File: src/rtl/io_port_bridge.sv
`timescale 1ns/1ps
// io_port_bridge: host-side end of the datapath 16-bit I/O port (output FIFO plus input holding register).
// Build option: define IO_ERR_STICKY_EN to enable the sticky overflow/underflow flags on err.
module io_port_bridge #(
   parameter int          OUT_DEPTH = 4,
   parameter logic [15:0] IN_RESET  = 16'd0
) (
   input  logic        clk,
   input  logic        reset,
   input  logic [15:0] dp_ioOut,
   input  logic        dp_out_we,
   output logic [15:0] dp_ioIn,
   output logic        dp_in_avail,
   input  logic        dp_in_re,
   output logic [15:0] host_out_data,
   output logic        host_out_valid,
   input  logic        host_out_ready,
   input  logic [15:0] host_in_data,
   input  logic        host_in_valid,
   output logic        host_in_ready,
   output logic [1:0]  err,
   input  logic        err_clr
);
   // Handshakes: a transfer happens on a rising edge where valid && ready are both 1;
   // valid never depends combinationally on ready, and ready never depends on dp_in_re.

   localparam int AW = $clog2(OUT_DEPTH);
   localparam int CW = AW + 1;

   typedef enum logic {IN_EMPTY, IN_HELD} in_state_t;

   logic [15:0]   mem [OUT_DEPTH];
   logic [AW-1:0] rd_ptr;
   logic [AW-1:0] wr_ptr;
   logic [CW-1:0] count;
   logic          full;
   logic          empty;
   logic          push;
   logic          pop;
   logic          drop;
   in_state_t     in_state;
   in_state_t     in_state_next;
   logic          take;
   logic          underflow;

   // ---------------- output FIFO ----------------
   assign full           = (count == CW'(OUT_DEPTH));
   assign empty          = (count == '0);
   assign host_out_valid = !empty;
   assign pop            = host_out_valid && host_out_ready;
   assign push           = dp_out_we && (!full || pop);
   assign drop           = dp_out_we && full && !pop;

   always_ff @(posedge clk or posedge reset) begin
      if (reset) begin
         rd_ptr <= '0;
         wr_ptr <= '0;
         count  <= '0;
      end else begin
         if (push) wr_ptr <= wr_ptr + AW'(1);
         if (pop)  rd_ptr <= rd_ptr + AW'(1);
         case ({push, pop})
            2'b10:   count <= count + CW'(1);
            2'b01:   count <= count - CW'(1);
            default: count <= count;
         endcase
      end
   end

   always_ff @(posedge clk) begin
      if (push) mem[wr_ptr] <= dp_ioOut;
   end

   // Storage is not reset, so the head is masked while empty to keep reset/empty output at 0.
   assign host_out_data = empty ? 16'd0 : mem[rd_ptr];

   // ---------------- input holding register ----------------
   always_ff @(posedge clk or posedge reset) begin
      if (reset) in_state <= IN_EMPTY;
      else       in_state <= in_state_next;
   end

   always_comb begin
      in_state_next = in_state;
      dp_in_avail   = 1'b0;
      host_in_ready = 1'b0;
      take          = 1'b0;
      underflow     = 1'b0;
      case (in_state)
         IN_EMPTY: begin
            host_in_ready = 1'b1;
            take          = host_in_valid;
            underflow     = dp_in_re;
            if (host_in_valid) in_state_next = IN_HELD;
         end
         IN_HELD: begin
            dp_in_avail = 1'b1;
            if (dp_in_re) in_state_next = IN_EMPTY;
         end
         default: in_state_next = IN_EMPTY;
      endcase
   end

   always_ff @(posedge clk or posedge reset) begin
      if (reset)     dp_ioIn <= IN_RESET;
      else if (take) dp_ioIn <= host_in_data;
   end

   // ---------------- error flags ----------------
`ifdef IO_ERR_STICKY_EN
   logic [1:0] err_q;

   // A new error in the same cycle as err_clr keeps the flag set.
   always_ff @(posedge clk or posedge reset) begin
      if (reset) begin
         err_q <= 2'b00;
      end else begin
         if (drop)         err_q[0] <= 1'b1;
         else if (err_clr) err_q[0] <= 1'b0;
         if (underflow)    err_q[1] <= 1'b1;
         else if (err_clr) err_q[1] <= 1'b0;
      end
   end

   assign err = err_q;
`else
   logic unused_err;

   assign unused_err = &{1'b0, err_clr, drop, underflow};
   assign err        = 2'b00;
`endif

endmodule

File: config.mk
export PLATFORM = sky130hd
export DESIGN_NAME = io_port_bridge
export DESIGN_NICKNAME = d
export VERILOG_FILES = /design/src/rtl/io_port_bridge.sv
export SDC_FILE = /design/constraint.sdc
export NUM_CORES = 1
export LEC_CHECK = 0
export ABC_AREA = 1
export BUFFER_PORTS_ARGS = -buffer_cell sky130_fd_sc_hd__buf_4
export CAP_MARGIN = 15
export CORE_ASPECT_RATIO = 1.5
export CORE_MARGIN = 4
export CORE_UTILIZATION = 59
export DETAILED_ROUTE_END_ITERATION = 10
export GPL_ROUTABILITY_DRIVEN = 1
export MAX_ROUTING_LAYER = met4
export PLACE_DENSITY = 0.85
export RECOVER_POWER = 50
export SETUP_SLACK_MARGIN = 0.2
export SLEW_MARGIN = 20
export SYNTH_ARGS = -nofsm -noshare
export SYNTH_HDL_FRONTEND = slang
export SYNTH_SLANG_ARGS = --single-unit
File: constraint.sdc
create_clock -name clk -period 4.9 [get_ports clk]
set_clock_uncertainty 0.1 [all_clocks]
set_input_delay 0.735 -clock clk [delete_from_list [all_inputs] [get_ports clk]]
set_output_delay 0.735 -clock clk [all_outputs]
set_load 0.1 [all_outputs]
==> results.cfg, run 1 <==
[run_status]
status = completed

[worst_setup_path]
path_class = reg2out
cp_slowest_cell = dfrtp_1
critPathTopFamily = flip-flops
crit_path_cell_trace = inv_6, nand3_1, a21oi_1, buf_4
cp_max_fo = 19
end_kind = output pin
crit_buf_inv = 2
cp_slowest_stage_delay_ns = 0.69
crit_arrival_ns = 2.05
cp-start-kind = flip-flop
cp_data_required_time_ns = 4.07

[clocking]
clkSinkCount = 88
clock_latency_ns = 0.34
tritoncts = built
cts-hold-fix-buffers = 0
cts_buffers = 9
cts_setup_buffers = 0
clk_pin_slew_ns = 0.08
cts_root_buf = clkbuf_8
cts_resized = 0
cts_buffer_depth = 2
htree_levels = 3

[synthesis]
synthTopCellsByArea = edfxtp_1 (48%), dfrtp_1 (15%), nand2_1 (9.3%), inv_1 (7.1%), nand3_1 (4.7%)
synth_edf_count = 64
synth-seq-cells = 88
synth_top_cells_by_count = nand2_1 (100), inv_1 (77), edfxtp_1 (64)
async_reset_ff_share_pct = 27.3
ys_seq_area_share_pct = 62.4
syn_inst = 387
syn_area_mm2 = 0.00404
synth_top_family_by_area = simple AND/OR/NAND/NOR gates
synthSimpleGateAreaFrac_pct = 20.3
yosys.area.top_type_share_pct = 47.5
synth_ff_type = edfxtp_1
synth-compound-area-share_pct = 3.56
synth_area_per_cell_um2 = 10.4
yosys.area.top_type = edfxtp_1
synth.distinct_cells = 24
synthAdderAreaFrac_pct = 2.04
yosysWarnings = 0
synth_xor_area_share_pct = 0.433
muxShareOfSynthArea_pct = 0
synth.most_common_cell = nand2_1

[placement]
place_congestion = 0.707
portBuffers = 72
dp_hpwl_um = 5010
pre_cts_ws_ns = 2.45

[route]
vias = 2679
ant_nets = 0
post_drt_wl_per_cell_um = 13.4
vias_per_cell = 4.96
drc = 0
dr.pass1.iters = 4
drt-initial-drc-count = 179
wl_um = 7260

[floorplan]
die_y_um = 109
core_mm2 = 0.00658
start_util_pct = 61.5
die-area_mm2 = 0.00827
die_w_um = 75.6
io_pins = 76
row_count = 36

[finish]
seqCellArea_mm2 = 0.00252
nets = 504
multiInputGateArea_mm2 = 0.00106
drive_gt1_share_pct = 25.0
fin_util_pct = 71.1
syn_to_final_growth_pct = 15.6
num_antenna_cells = 0
fill_cells = 473

[flow_run]
maxCapViolCount = 0

[sta]
worstMarginPinSlew_ns = 0.901
slew_viol_final = 0
fmax_mhz = 346
rsz0062_at_grt = no
final.setup.tns_ns = 0
setup_violations = 0
maxSlewHeadroom_pct = 39.9
layout_setup_ws_ns = 2.01
finalCritPeriodShare_pct = 58.9
period_minus_slack_ns = 2.89
finalHoldViolCount = 0

[global_route]
grt_use_total_pct = 20.3
grt_pass1_vias = 2779
grt_pass1_wl_um = 12000
grt_overflow_total = 0
grt_max_degree = 35
antenna_found_initial = 0

[hold_path]
hp-class = reg2reg
## path summary, 6_finish.rpt
check	slack (ns)	end	startpoint	depth (start not counted)
max in group asynchronous	3.66	count[1]	reset	2
worst min register to register	0.38	dp_ioIn[4]	dp_ioIn[4]	2
worst max register to register	2.77	count[2]	count[0]	10
min in group asynchronous	0.49	dp_ioIn[8]	reset	2
worst max-delay path	2.01	host_out_data[11]	rd_ptr[1]	4
worst min-delay path	0.38	dp_ioIn[4]	dp_ioIn[4]	2
## layout by cell type (no fill, tap or decap)
cell type     n
nand2_2      11
fa_1          1
inv_4         2
edfxtp_1     64
nand4_1       1
nand3_2      13
conb_1        2
inv_1        78
nand2_1     102
ha_1          5
o21ai_0       3
a21oi_1       3
xnor2_1       2
inv_6         1
nand3_1      38
dfrtp_1      24
clkbuf_8      9
inv_2         1
clkinv_2      3
clkbuf_1     19
buf_4        60
clkinvlp_4    1
a21oi_2      13
nand2_4       1
clkbuf_4      1
nor2_1        6
## worst register-to-register path, stage by stage, from the launching register on
cell and delay (ns):
dfrtp_1 0.41, nor2_1 0.23, nand2_1 0.14, nand2_1 0.21, ha_1 0.21, inv_1 0.07
fa_1 0.38, nand2_1 0.10, nand3_1 0.08, nand2_1 0.06, nand2_1 0.05
## cell families after synthesis
| logic type | Yosys count |
|---|---|
| flops | 88 |
| other cells | 1 |
| simple gates | 172 |
| compound gates | 19 |
| xor+xnor | 2 |
| buf+inv | 99 |
| fa+ha+maj | 6 |
## sequential cells by signal, summed over array words and instances, names as in the netlist
register	count
count	3
rd_ptr	2
in_state	1
dp_ioIn	16
wr_ptr	2
mem	64
## layer usage
metal / up-vias / wire [um] / track usage, %
met4: 0 / 126 / 8.63
met3: 9 / 559 / 6.13
met1: 1235 / 2590 / 19.9
met2: 86 / 3990 / 36.0
met5: - / 0 / -
li1: 1349 / - / -
## through the flow
| stage | std cells | hold slack [ns] | area, um2 |
|---|---|---|---|
| 2_1_floorplan | 388 | 0.361 | 4050 |
| 3_3_place_gp | 524 | 0.357 | 4580 |
| 3_5_place_dp | 524 | 0.360 | 4580 |
| 4_1_cts | 540 | 0.380 | 4740 |
| 5_1_grt | 540 | 0.409 | 4670 |
| 6_report | 540 | 0.376 | 4670 |
## cell type report
class,instances,share of cell area (%)
clock buffers,12,2.89
inverters,82,6.80
flip-flops and latches,88,54.0
multi-input cells,201,22.8
clock inverters,4,0.482
well taps,76,2.03
repair buffers,77,11.1
Power of run 1 is not shown: default switching activity piles up to over one toggle a cycle in this logic, so the estimate is an artifact.
==> run 2, diff against run 1 <==
--- a/config.mk
+++ b/config.mk
@@ -5,16 +5,16 @@
 export SDC_FILE = /design/constraint.sdc
 export NUM_CORES = 1
 export LEC_CHECK = 0
-export ABC_AREA = 1
+export ABC_AREA = 0
 export BUFFER_PORTS_ARGS = -buffer_cell sky130_fd_sc_hd__buf_4
 export CAP_MARGIN = 15
 export CORE_ASPECT_RATIO = 1.5
 export CORE_MARGIN = 4
-export CORE_UTILIZATION = 59
+export CORE_UTILIZATION = 54
 export DETAILED_ROUTE_END_ITERATION = 10
 export GPL_ROUTABILITY_DRIVEN = 1
 export MAX_ROUTING_LAYER = met4
-export PLACE_DENSITY = 0.85
+export PLACE_DENSITY = 0.8
 export RECOVER_POWER = 50
 export SETUP_SLACK_MARGIN = 0.2
 export SLEW_MARGIN = 20
==> constraint.sdc (replaced) <==
create_clock -name clk -period 2.95 [get_ports clk]
set_clock_uncertainty 0.1 [all_clocks]
set_input_delay 0.4425 -clock clk [delete_from_list [all_inputs] [get_ports clk]]
set_output_delay 0.4425 -clock clk [all_outputs]
set_load 0.1 [all_outputs]
==> run 2 against run 1 <==
  * Clock-buffer cell count decreased by 2
  * Flip-flop and latch count unchanged
  * Worst setup slack worse by 1.6 ns
  * First-iteration DRC count fell by 43%
  * Worst hold slack got worse by 0.18 ns
  * Register-to-register slack worse by 2.0 ns
  * Utilization down 3.4 points
  * Critical path type unchanged
==> results.cfg, run 2 <==
[sta]
setup_violations = 0
finalHoldViolCount = 0
rsz0062_at_grt = no
final.setup.tns_ns = 0
maxSlewHeadroom_pct = 20.6
finalCritPeriodShare_pct = 86.7
period_minus_slack_ns = 2.56
worstMarginPinSlew_ns = 1.20
slew_viol_final = 0
fmax_mhz = 391

[global_route]
grt_max_degree = 25
antenna_found_initial = 0
grt_use_total_pct = 17.0
grt_pass1_wl_um = 9660
grt_overflow_total = 0
grt_pass1_vias = 1997

[route]
ant_nets = 0
wl_um = 5890
post_drt_wl_per_cell_um = 17.3
vias = 1797
dr.pass1.iters = 4
drc = 0
vias_per_cell = 5.27
drt-initial-drc-count = 102

[worst_setup_path]
cp_data_required_time_ns = 2.41
cp_max_fo = 13
crit_arrival_ns = 2.01
r2r_start = count[0]
startpoint = rd_ptr[0]
cp-start-kind = flip-flop
end_kind = output pin
path_class = reg2out

[synthesis]
synth_edf_count = 64
syn_inst = 181
synth_area_per_cell_um2 = 19.5
async_reset_ff_share_pct = 27.3
yosysWarnings = 0
yosys.area.top_type_share_pct = 54.4
yosys.area.top_type = edfxtp_1
synth_ff_type = edfxtp_1
synth_top_cells_by_count = edfxtp_1 (64), dfrtp_1 (24), and2_1 (21)
ys_seq_area_share_pct = 71.4
synth.most_common_cell = edfxtp_1
synth.distinct_cells = 24
synthTopCellsByArea = edfxtp_1 (54%), dfrtp_1 (17%), mux4_1 (5.9%), mux2_2 (5.4%), mux4_2 (5.1%)
synth-seq-cells = 88
syn_area_mm2 = 0.00353

[finish]
drive_gt1_share_pct = 33.3
final_common_cell = edfxtp_1
num_antenna_cells = 0
final_cell_area_mm2 = 0.00424
nets = 307
largest_register_ffs = 64
fill_cells = 466
multiInputGateArea_um2 = 906
syn_to_final_growth_pct = 19.9
seqCellArea_mm2 = 0.00252
top_regs = mem: 64 flops, dp_ioIn: 16 flops, count: 3 flops
mostFrequentLayoutCells = edfxtp_1 (64), buf_4 (47), clkbuf_1 (31), dfrtp_1 (23), and2_1 (20)
regMostFlops = mem

[hold_path]
hold_path_startpoint = dp_in_re
hp-class = in2reg

[floorplan]
start_util_pct = 56.4
die_w_um = 74.0
core_mm2 = 0.00626
die_y_um = 107
io_pins = 76
row_count = 35
die-area_mm2 = 0.00793

[placement]
dpl-instance-area_mm2 = 0.00416
place_congestion = 0.676
dp_hpwl_um = 4160
portBuffers = 72

[clocking]
tritoncts = built
clkSinkCount = 88
cts_buffer_depth = 2
htree_levels = 3
clk_pin_slew_ns = 0.08
clock_latency_ns = 0.34
cts_root_buf = clkbuf_8
cts_buffers = 9

[flow_run]
maxCapViolCount = 0

[run_status]
status = completed
[run 2: stage by stage]
| stage | utilization (%) | hold slack, ns | cells | worst slack, ns |
|---|---|---|---|---|
| finish | 67.7 | 0.196 | 341 | 0.393 |
| global route | 67.7 | 0.192 | 341 | 0.237 |
| floorplan | - | 0.357 | 182 | 0.439 |
| CTS | 69.4 | 0.175 | 341 | 0.221 |
| global placement | 66.4 | 0.392 | 325 | 0.636 |
| detailed placement | 66.4 | 0.398 | 325 | 0.611 |
[run 2: area by class of cell]
cell class	count	share of cell area, %
clock buffer	10	3.01
clock inverter	6	1.42
inverter	9	0.797
multi-input combinational	75	21.4
sequential	88	59.6
tap	74	2.19
timing repair buffer	79	11.6
[run 2: repair_timing]
action	in CTS	in global routing
hold buffers	0	0
gates resized for setup	0	1
hold endpoints to repair	0	0
setup endpoints to repair	0	7
buffers inserted	0	0
[run 2: metal layers]
metal	share of wire (%)	routed length (um)	GRT usage, %
met5	0	0	-
met4	1.2	69	5.83
met3	6.0	352	4.22
met2	52	3030	27.6
met1	41	2430	20.7
[run 2: logic make-up (layout without fill, tap and decap cells)]
kind of cell,Yosys count,in the layout,share of synthesized area (%)
mux,34,34,16.7
other cells,1,2,0.106
simple gates,25,25,4.32
flops,88,88,71.4
xor+xnor,6,6,1.49
compound gates,2,2,0.531
fa+ha+maj,6,6,2.34
buf+inv,19,104,3.08
[run 2: worst paths after layout]
| check | end | slack (ns) | depth (start not counted) |
|---|---|---|---|
| setup / recovery | host_out_data[12] | 0.39 | 4 |
| hold / removal | in_state | 0.20 | 2 |
| setup reg to reg | count[2] | 0.73 | 8 |
| hold reg to reg | dp_ioIn[1] | 0.41 | 1 |
| max in group asynchronous | rd_ptr[0] | 1.93 | 2 |
| min in group asynchronous | count[2] | 0.21 | 2 |
[run 2: critical path, cell delays in order (launching register included)]
cell	delay [ns]
dfrtp_2	0.51
buf_12	0.20
mux4_1	0.55
and2_1	0.18
buf_4	0.23
Power of run 2 is left out for the same reason.
